## config.mk

```make
export PLATFORM = sky130hd
export DESIGN_NAME = input_conditioner
export DESIGN_NICKNAME = d
export VERILOG_FILES = /design/src/rtl/input_conditioner_pkg.sv /design/src/rtl/input_conditioner_sync.sv /design/src/rtl/input_conditioner.sv
export SDC_FILE = /design/constraint.sdc
export NUM_CORES = 1
export LEC_CHECK = 0
export CAP_MARGIN = 10
export CORE_ASPECT_RATIO = 0.5
export CORE_MARGIN = 4
export CORE_UTILIZATION = 50
export DETAILED_ROUTE_END_ITERATION = 8
export GPL_TIMING_DRIVEN = 0
export PLACE_DENSITY = 0.73
export SKIP_LAST_GASP = 1
export SLEW_MARGIN = 20
export SYNTH_ARGS = -nofsm -noshare
export SYNTH_HDL_FRONTEND = slang
export SYNTH_HIERARCHICAL = 1
export SYNTH_SLANG_ARGS = --single-unit
```

## constraint.sdc

```tcl
create_clock -name clk -period 3.2 [get_ports clk]
set_clock_uncertainty 0.2 [all_clocks]
set_input_delay 0.64 -clock clk [delete_from_list [all_inputs] [get_ports clk]]
set_output_delay 0.64 -clock clk [all_outputs]
set_load 0.005 [all_outputs]
```

## src/rtl/input_conditioner_pkg.sv

```systemverilog
// Shared types and defaults for the board input conditioner.
package input_conditioner_pkg;

   typedef enum logic [1:0] {
      IDLE         = 2'd0,
      PRESS_WAIT   = 2'd1,
      PRESSED      = 2'd2,
      RELEASE_WAIT = 2'd3
   } state_t;

   // 10 ms of stability at a 100 MHz board clock.
   localparam int DEFAULT_DEBOUNCE_CYCLES = 1000000;

endpackage

```

## src/rtl/input_conditioner_sync.sv

```systemverilog
// Two-flop synchronizer bank for asynchronous board inputs.
module sync_2ff #(
   parameter int WIDTH = 1
) (
   input  logic             clk,
   input  logic             rst,
   input  logic [WIDTH-1:0] d,
   output logic [WIDTH-1:0] q
);

   logic [WIDTH-1:0] meta_q, meta_d;
   logic [WIDTH-1:0] sync_q, sync_d;

   always_comb begin
      meta_d = d;
      sync_d = meta_q;
   end

   always_ff @(posedge clk) begin
      if (rst) begin
         meta_q <= '0;
         sync_q <= '0;
      end else begin
         meta_q <= meta_d;
         sync_q <= sync_d;
      end
   end

   assign q = sync_q;

endmodule

```

## src/rtl/input_conditioner.sv

```systemverilog
// Debounces the push-button into one enable pulse per press and captures
// the data/control switches alongside that pulse.
module input_conditioner
   import input_conditioner_pkg::*;
#(
   parameter int DEBOUNCE_CYCLES = DEFAULT_DEBOUNCE_CYCLES,
   parameter int DATA_W          = 5,
   parameter int CTRL_W          = 2
) (
   input  logic              clk,
   input  logic              rst,
   input  logic              btn_raw,
   input  logic [DATA_W-1:0] sw_in_raw,
   input  logic [CTRL_W-1:0] sw_ctrl_raw,
   output logic              enable,
   output logic [DATA_W-1:0] in,
   output logic [CTRL_W-1:0] ctrl,
   output logic              btn_level,
   output logic [7:0]        press_count
);

   localparam int CNT_W  = $clog2(DEBOUNCE_CYCLES);
   localparam int SYNC_W = 1 + DATA_W + CTRL_W;

   logic [SYNC_W-1:0] sync_raw, sync_out;
   logic              btn_s;
   logic [DATA_W-1:0] sw_in_s;
   logic [CTRL_W-1:0] sw_ctrl_s;

   state_t            state_q, state_d;
   logic [CNT_W-1:0]  cnt_q, cnt_d;
   logic              enable_q, enable_d;
   logic [DATA_W-1:0] in_q, in_d;
   logic [CTRL_W-1:0] ctrl_q, ctrl_d;
   logic [7:0]        press_count_q, press_count_d;
   logic              cnt_last;

   assign sync_raw = {btn_raw, sw_in_raw, sw_ctrl_raw};

   sync_2ff #(.WIDTH(SYNC_W)) u_sync (
      .clk (clk),
      .rst (rst),
      .d   (sync_raw),
      .q   (sync_out)
   );

   assign {btn_s, sw_in_s, sw_ctrl_s} = sync_out;
   assign cnt_last = (cnt_q == CNT_W'(DEBOUNCE_CYCLES - 1));

   always_ff @(posedge clk) begin
      if (rst) begin
         state_q       <= IDLE;
         cnt_q         <= '0;
         enable_q      <= 1'b0;
         in_q          <= '0;
         ctrl_q        <= '0;
         press_count_q <= '0;
      end else begin
         state_q       <= state_d;
         cnt_q         <= cnt_d;
         enable_q      <= enable_d;
         in_q          <= in_d;
         ctrl_q        <= ctrl_d;
         press_count_q <= press_count_d;
      end
   end

   // Any disagreement during a wait window restarts the debounce from scratch.
   always_comb begin
      state_d       = state_q;
      cnt_d         = cnt_q;
      enable_d      = 1'b0;
      in_d          = in_q;
      ctrl_d        = ctrl_q;
      press_count_d = press_count_q;
      case (state_q)
         IDLE: begin
            if (btn_s) begin
               state_d = PRESS_WAIT;
               cnt_d   = '0;
            end
         end
         PRESS_WAIT: begin
            if (!btn_s) begin
               state_d = IDLE;
               cnt_d   = '0;
            end else if (cnt_last) begin
               state_d       = PRESSED;
               enable_d      = 1'b1;
               in_d          = sw_in_s;
               ctrl_d        = sw_ctrl_s;
               press_count_d = press_count_q + 8'd1;
            end else begin
               cnt_d = cnt_q + CNT_W'(1);
            end
         end
         PRESSED: begin
            if (!btn_s) begin
               state_d = RELEASE_WAIT;
               cnt_d   = '0;
            end
         end
         RELEASE_WAIT: begin
            if (btn_s) begin
               state_d = PRESSED;
               cnt_d   = '0;
            end else if (cnt_last) begin
               state_d = IDLE;
            end else begin
               cnt_d = cnt_q + CNT_W'(1);
            end
         end
         default: state_d = IDLE;
      endcase
   end

   always_comb begin
      btn_level = (state_q == PRESSED) || (state_q == RELEASE_WAIT);
   end

   assign enable      = enable_q;
   assign in          = in_q;
   assign ctrl        = ctrl_q;
   assign press_count = press_count_q;

endmodule

```

# After elaboration in Yosys (flattened, before gate mapping)
# Index checks and enable logic that the tools add are counted.
[word_totals]
word_cells = 40
in_bits = 10
ff_bits = 54
[op_classes]
n_bitwise = 2
eq_ne = 8
mux = 14
reduce_logical = 6
addsub = 2
[ops]
columns = ["cell", "count"]
rows = [
  ["2-to-1 mux 20 bit", 5],
  ["one-hot mux 20 bit (4 select lines)", 1],
  ["adder 20 x 1 -> 20 bit (second input constant)", 1],
  ["equality test 20 bit (second input constant)", 1],
  ["2-to-1 mux 2 bit", 6],
  ["adder 8 x 1 -> 8 bit (second input constant)", 1],
  ["one-hot mux 2 bit (4 select lines)", 1],
  ["equality test 2 bit (second input constant)", 2],
  ["AND reduction 4 bit", 1],
  ["inequality test 3 x 2 -> 1 bit (second input constant)", 1],
  ["inequality test 3 bit (second input constant)", 1],
  ["AND reduction 3 bit", 1],
  ["OR reduction 3 bit", 1],
  ["equality test 2 x 1 -> 1 bit (second input constant)", 1],
  ["zero test 2 bit", 1],
  ["inequality test 2 x 1 -> 1 bit (second input constant)", 1],
  ["inequality test 2 bit (second input constant)", 1],
  ["NOT 1 bit", 2],
  ["AND reduction 2 bit", 1],
  ["logical OR 1 bit", 1],
  ["2-to-1 mux 1 bit", 1],
]

# Longest topological paths before layout
# Gate-level depths: netlist (run 1).
[logic_depth]
word_depth = 4
ltp_mapped = 8

# By module
# Netlist (run 1), hierarchy kept.
[modules_own_cells]
columns = ["mod", "cells_per_inst", "n_inst", "area_per_inst_um2"]
rows = [
  ["input_conditioner", 232, 1, 1835.5],
  ["sync_2ff", 33, 1, 464.2],
]

# Worst setup path after synthesis (run 1)
# OpenSTA, ideal clock, no wires.
[synth_timing]
kind = "register to register"
startpoint = "register cnt_q[0]"
endpoint = "register press_count_q[2] (netlist: press_count[2])"
setup_time_ps = 70
required_time_ps = 2930
arrival_time_ps = 2119
period_less_slack_ps = 2389
path_slack_ps = 811
n_path_buf = 1
stages_incl_launch_ff = 8
path_cell_list = "dfxtp_1 -> ha_1 -> and2_1 -> nand4_1 -> or4_1 -> clkbuf_2 -> or4_1 -> a21oi_1"
[synth_between]
elab_chain_cells = 2
[synth_lines]
columns = ["element", "line_no", "source"]
rows = [
  ["start: declaration", "input_conditioner.sv:31", "logic [CNT_W-1:0] cnt_q, cnt_d;"],
  ["start signal: assignment", "input_conditioner.sv:60", "cnt_q <= cnt_d;"],
  ["equality test 20 bit", "input_conditioner.sv:48", "assign cnt_last = (cnt_q == CNT_W'(DEBOUNCE_CYCLES - 1));"],
  ["AND reduction 3 bit (no line)", "n/a", ""],
  ["end signal: assignment", "input_conditioner.sv:64", "press_count_q <= press_count_d;"],
  ["end: declaration", "input_conditioner.sv:35", "logic [7:0] press_count_q, press_count_d;"],
]
# Every way passes these cells.
# A chain may end at the register's enable or synchronous reset.

# Final worst setup path (run 1)
# Same ends and word-level chain as after synthesis.

==> results of run 1 <==
-- synthesized netlist by cell type, types with 4 or more instances --
cell type	instances
a21oi_1	18
a31oi_1	9
and2b_2	6
and3_1	9
clkbuf_1	12
dfxtp_1	54
inv_1	4
nand2_1	31
nand3_1	18
nand4_1	7
nor2_1	7
nor2b_1	4
nor2b_2	7
nor3_1	5
nor4_1	4
o21ai_0	27
or4_1	7
-- power breakdown --
group | internal [mW] | switching, mW | leakage (nW)
combinational | 0.0233 | 0.0248 | 0.473
clock | 0.162 | 0.250 | 0.0491
sequential | 0.683 | 0.00474 | 0.438
total | 0.868 | 0.279 | 0.961
-- layout make-up --
class / count / area (µm²)
clock inverters: 3 / 26.3
repair buffers: 26 / 260
plain buffers: 15 / 66.3
well taps: 57 / 71.3
fillers: 388 / 1700
inverters: 4 / 15.0
multi-input cells: 192 / 1140
flip-flops and latches: 54 / 1080
clock buffers: 5 / 68.8
-- flip-flops by register name (all words and copies together), names as in the netlist, named ones only --
signal	cells
cnt_q	20
ctrl	2
enable	1
in	5
press_count	8
state_q	1
u_sync/meta_q	8
u_sync/q	8
-- cells by family (layout without fill, tap and decap cells) --
family	after synthesis	in the layout	synth area share, %
DFF	54	54	47.0
buffers and inverters	19	53	3.54
and+or+nand+nor	120	120	30.2
adders and majority gates	2	2	1.09
AOI/OAI and AO/OA	66	66	16.6
xor gates and xnor gates	4	4	1.52
-- final timing paths --
path | start | to | slack (ns)
setup / recovery | cnt_q[0] | press_count[2] | 0.45
hold / removal | u_sync/meta_q[5] | u_sync/q[5] | 0.25
setup reg to reg | cnt_q[0] | press_count[2] | 0.45
hold reg to reg | u_sync/meta_q[5] | u_sync/q[5] | 0.25
-- metrics by stage --
stage / power [mW] / cell area [µm²] / utilization [%] / hold WS (ns) / worst slack, ns
2_1_floorplan: 0.730 / 2300 / - / 0.215 / 0.811
3_3_place_gp: 0.749 / 2630 / 59.5 / 0.216 / 0.351
3_5_place_dp: 0.752 / 2630 / 59.5 / 0.234 / 0.308
4_1_cts: 1.15 / 2730 / 61.6 / 0.255 / 0.479
5_1_grt: 1.19 / 2730 / 61.6 / 0.272 / 0.286
6_report: 1.15 / 2730 / 61.6 / 0.252 / 0.445
-- critical path: cells and delay by family (launching register included) --
family,cells,cell delay [ns]
AND/OR/NAND/NOR,4,1.55
flip-flops,1,0.41
adder cells (fa/ha/maj),1,0.21
buffers and inverters,1,0.18
AO/OA/AOI/OAI,1,0.16
-- metal layers --
metal	global-route usage, %	vias to the layer above	part of all wire, %
met3	6.03	8	6.2
met4	5.87	0	1.5
met5	0	-	0
li1	-	1032	-
met1	24.2	969	47
met2	30.4	71	46
-- cells in the final DEF, fill, tap and decap left out, types with 5 or more instances in the layout --
| cell type | n |
|---|---|
| nor2_1 | 7 |
| clkdlybuf4s50_1 | 26 |
| o21ai_0 | 27 |
| nand4_1 | 7 |
| and2b_2 | 6 |
| nor3_1 | 5 |
| a31oi_1 | 9 |
| and3_1 | 9 |
| clkbuf_1 | 12 |
| nor2b_2 | 7 |
| dfxtp_1 | 54 |
| nand2_1 | 31 |
| a21oi_1 | 18 |
| or4_1 | 7 |
| clkbuf_8 | 5 |
| nand3_1 | 18 |
==> flow_metrics.py, run 1 <==
metrics = {
    "global_routing": {
        "grt_pass1_vias": 1894,
        "grt_remaining_overflow": 0,
        "grt_pass1_wl_um": 8880,
        "antenna_found_initial": 0,
        "grt_max_degree": 20,
        "grt_use_total_pct": 18.8,
    },
    "clock_tree": {
        "cts-root-buf": "clkbuf_8",
        "cts-resized-gates": 0,
        "clkLatencyLatePin_ns": 0.32,
        "clock_sinks": 54,
        "numCtsBuffers": 5,
        "cts_max_level": 2,
        "cts_tree": "yes",
        "cts_max_path_buffers": 2,
        "path_clk_slew_ns": 0.11,
        "hold_buffers": 0,
        "post-cts-setup-buffers": 0,
    },
    "cells_and_area": {
        "fin_nets": 310,
        "drive_gt1_share_pct": 9.36,
        "stdcell_count": 356,
        "diodes": 0,
        "areaGrowthSynthToFinish_pct": 18.6,
    },
    "floorplan": {
        "fp-row-count": 17,
        "die-area_mm2": 0.00581,
        "pin_count": 27,
        "start_util_pct": 52.0,
        "core-area_mm2": 0.00442,
        "dieWidth_um": 104,
        "die_height_um": 56.0,
    },
    "timing": {
        "hold_viol": 0,
        "rsz0062_at_grt": "false",
        "post-route-min-period_ns": 2.75,
        "worstMarginPinSlew_ns": 1.09,
        "fin_crit_sh_pct": 86.1,
        "fin_tns_setup_ns": 0,
        "finalMaxSlewViolations": 0,
        "setup_viol": 0,
        "fmax_ghz": 0.363,
        "maxSlewHeadroom_pct": 26.5,
    },
    "synth": {
        "synth_area_mm2": 0.00230,
        "synth_largest_area_cell": "dfxtp_1",
        "syn_nets": 277,
        "synth_area_per_cell_um2": 8.68,
        "synth.ff_latch_count": 54,
        "synthTopCellsByArea": "dfxtp_1 47%, o21ai_0 5.9%, nand2_1 5.1%",
        "synth_edf_count": 0,
        "ys_seq_area_share_pct": 47.0,
        "synth_warnings": 6,
        "yosys_most_used_dff": "dfxtp_1",
        "yosys.area.top_type_share_pct": 47.0,
        "synth.distinct_cells": 41,
        "async_flop_share_pct": 0,
        "synth_cells": 265,
    },
    "run": {
        "maxCapViolations": 0,
    },
    "drt": {
        "detail-route-antenna-nets": 0,
        "dr.first_iter.drc_count": 80,
        "dr.pass1.iters": 4,
        "wl_um": 5310,
        "viasPerCell": 5.84,
        "routedWlPerCell_um": 14.9,
        "vias": 2080,
        "remaining_drc_errors": 0,
    },
    "power": {
        "pwr_density_cell_mw_per_mm2": 421,
        "ir_drop_uv": 296,
        "p_leak_nw": 0.961,
    },
    "setup_path": {
        "end_kind": "flip-flop",
        "critPathKind": "flip-flop to flip-flop",
        "cp_max_fo": 6,
        "crit_chain": "ha_1 -> and2_1 -> nand4_1 -> or4_1 -> clkbuf_2 -> or4_1 -> a21oi_1",
        "r2r_cells": 7,
        "cp_slowest_stage_delay_ns": 0.56,
        "cp.required_ns": 3.25,
        "critPathArrivalTime_ns": 2.81,
        "slowest_stage": "or4_1",
        "path_common_cell": "or4_1",
        "start_kind": "flip-flop",
    },
    "min_path": {
        "holdPathStages": 1,
        "hold_class": "flip-flop to flip-flop",
    },
    "placement": {
        "port_buffers": 26,
        "dp_cells": 348,
        "dpl.hpwl_um": 3620,
        "globalplace.congestion": 0.851,
    },
    "outcome": {
        "status": "finished, final reports clean",
    },
}
(Power assumes the default switching activity.)
==> run 2: changes to the inputs <==
--- a/config.mk
+++ b/config.mk
@@ -5,7 +5,6 @@
 export SDC_FILE = /design/constraint.sdc
 export NUM_CORES = 1
 export LEC_CHECK = 0
-export CAP_MARGIN = 10
 export CORE_ASPECT_RATIO = 0.5
 export CORE_MARGIN = 4
 export CORE_UTILIZATION = 50
==> results of run 2 <==
Same layout as run 1: the final DEF is identical, and so are final timing and power.
==> run 3: changes to the inputs <==
--- a/config.mk
+++ b/config.mk
@@ -7,10 +7,10 @@
 export LEC_CHECK = 0
 export CORE_ASPECT_RATIO = 0.5
 export CORE_MARGIN = 4
-export CORE_UTILIZATION = 50
+export CORE_UTILIZATION = 49
 export DETAILED_ROUTE_END_ITERATION = 8
 export GPL_TIMING_DRIVEN = 0
-export PLACE_DENSITY = 0.73
+export PLACE_DENSITY = 0.74
 export SKIP_LAST_GASP = 1
 export SLEW_MARGIN = 20
 export SYNTH_ARGS = -nofsm -noshare
==> constraint.sdc (replaced) <==
create_clock -name clk -period 2.4 [get_ports clk]
set_clock_uncertainty 0.2 [all_clocks]
set_input_delay 0.48 -clock clk [delete_from_list [all_inputs] [get_ports clk]]
set_output_delay 0.48 -clock clk [all_outputs]
set_load 0.005 [all_outputs]
==> flow_metrics.py, run 3 (same netlist as run 1, synthesis figures left out) <==
metrics = {
    "outcome": {
        "status": "finished, violations left",
        "violations": "setup timing",
    },
    "floorplan": {
        "core-area_mm2": 0.00447,
        "pin_count": 27,
        "start_util_pct": 51.5,
        "die-area_mm2": 0.00592,
        "die_height_um": 56.4,
        "dieWidth_um": 105,
        "fp-row-count": 17,
    },
    "run": {
        "maxCapViolations": 0,
    },
    "timing": {
        "finalMaxSlewViolations": 0,
        "post-route-min-period_ns": 2.48,
        "hold_viol": 0,
        "setup_viol": 5,
        "worstMarginPinSlew_ns": 0.827,
        "fmax_ghz": 0.403,
        "maxSlewHeadroom_pct": 44.4,
        "fin_ws_ns": -0.0830,
        "fin_crit_sh_pct": 103,
        "rsz0062_at_grt": "true",
    },
    "global_routing": {
        "met2_usage_pct": 29.8,
        "grt_max_degree": 20,
        "grt_remaining_overflow": 0,
        "gr-usage-met3_pct": 4.59,
        "top_usage_layer": "met2",
        "grt_use_total_pct": 18.0,
        "grt_pass1_vias": 1926,
        "grt_pass1_wl_um": 8750,
        "antenna_found_initial": 0,
        "use_met1_pct": 22.7,
    },
    "drt": {
        "wl_um": 5300,
        "remaining_drc_errors": 0,
        "dr.pass1.iters": 5,
        "detail-route-antenna-nets": 0,
        "routedWlPerCell_um": 14.7,
        "viasPerCell": 5.81,
        "vias": 2104,
        "dr.first_iter.drc_count": 122,
    },
    "cells_and_area": {
        "fin_nets": 316,
        "final.fill_count": 382,
        "drive_gt1_share_pct": 19.0,
        "top_register": "cnt_q",
        "largest_reg_flops": 20,
        "final_common_cell": "dfxtp_1",
        "areaGrowthSynthToFinish_pct": 24.7,
        "diodes": 0,
        "most-common-layout-cells": "44 x dfxtp_1, 31 x nand2_1, 27 x o21ai_0",
        "stdcell_count": 362,
    },
    "placement": {
        "globalplace.congestion": 0.847,
        "dp_cells": 348,
        "dpl.hpwl_um": 3430,
        "dp_slack_ns": -0.321,
        "port_buffers": 26,
    },
    "setup_path": {
        "regToRegSetupSlack_ns": -0.08,
        "startpoint": "cnt_q[18]",
        "end_kind": "flip-flop",
        "critPathKind": "flip-flop to flip-flop",
        "worst_r2r_endpoint": "press_count[2]",
        "worstReg2RegStart": "cnt_q[18]",
        "cp_max_fo": 5,
        "crit_path_end": "press_count[2]",
        "r2r_cells": 6,
        "start_kind": "flip-flop",
        "critPathArrivalTime_ns": 2.54,
        "cp.required_ns": 2.45,
    },
    "clock_tree": {
        "path_clk_slew_ns": 0.10,
        "cts_tree": "yes",
        "cts_max_level": 2,
        "cts-root-buf": "clkbuf_8",
        "clkLatencyLatePin_ns": 0.32,
        "cts_max_path_buffers": 2,
        "clock_sinks": 54,
        "hold_buffers": 0,
        "numCtsBuffers": 5,
    },
    "power": {
        "p_sw_mw": 0.370,
        "ir_drop_uv": 360,
        "pwr_density_cell_mw_per_mm2": 534,
        "p_comb_share_pct": 4.8,
        "intPower_mw": 1.16,
        "seq_power_share_pct": 59.7,
        "p_leak_nw": 1.03,
        "p_clk_share_pct": 35.5,
        "p_sw_share_pct": 24.2,
    },
    "min_path": {
        "holdPathStages": 2,
        "hold_class": "flip-flop to flip-flop",
    },
}
[run 3: changes by cell type in the layout (fill, tap and decap cells not counted), moves of 2 or more]
cell and change:
or4_1 -2, buf_4 +8, or4_4 +2, nor4_2 +2, dfxtp_4 +2, clkbuf_1 -4
clkbuf_2 +2, dfxtp_2 +8, nor4_1 -2, dfxtp_1 -10
[run 3: area by class of cell]
class | count | area [µm²] | area share, %
inverters | 4 | 15.0 | 0.524
repair buffers | 34 | 323 | 11.3
clock inverters | 3 | 26.3 | 0.916
plain buffers | 13 | 71.3 | 2.49
clock buffers | 5 | 68.8 | 2.40
flip-flops and latches | 54 | 1100 | 38.3
multi-input cells | 192 | 1190 | 41.6
well taps | 57 | 71.3 | 2.49
[run 3: what timing repair did]
| action | in CTS | in global routing |
|---|---|---|
| resized for setup | 12 | 18 |
| cloned | 0 | 0 |
| buffers inserted | 3 | 5 |
| pin swaps | 1 | 4 |
| setup endpoints to repair | 14 | 18 |
[run 3: worst max-delay path, cell delays in order (launching register included)]
cell      delay, ns
dfxtp_2        0.37
nor4bb_2       0.36
nand4_1        0.20
or4_4          0.56
buf_8          0.14
or4_4          0.47
a21oi_2        0.12
[run 3: per-stage QoR]
step	hold slack, ns	TNS [ns]	cell area (µm²)	util (%)	total power [mW]
finish	0.243	-0.181	2870	64.2	1.53
global route	0.272	-1.46	2870	64.2	1.59
CTS	0.242	-0.00102	2770	62.0	1.54
detailed placement	0.222	-4.91	2630	58.9	1.00
global placement	0.217	-4.19	2630	58.9	0.999
floorplan	0.215	0	2300	-	0.973
[run 3: routing by layer]
layer	vias up	routed length [µm]	part of all wire [%]
met1	965	2430	46
li1	1041	-	-
met2	79	2430	46
met4	0	141	2.7
met3	19	297	5.6
met5	-	0	0
[run 3: worst min-delay path by stage]
stage	start	end	slack, ns
finish	u_sync/q[1]	ctrl[1]	0.24
detailed placement	u_sync/meta_q[5]	u_sync/q[5]	0.22
global placement	u_sync/meta_q[3]	u_sync/q[3]	0.22
floorplan	u_sync/meta_q[3]	u_sync/q[3]	0.21
CTS	u_sync/q[6]	in[4]	0.24
global route	u_sync/meta_q[0]	u_sync/q[0]	0.27
[run 3: power by group through the flow]
stage                     registers [mW]  logic, mW  clock network, mW
after floorplan                    0.936     0.0367                  0
after global placement             0.937     0.0614                  0
after detailed placement           0.938     0.0628                  0
after CTS                          0.916     0.0722              0.554
after global routing               0.918     0.0818              0.592
final                              0.915     0.0734              0.544
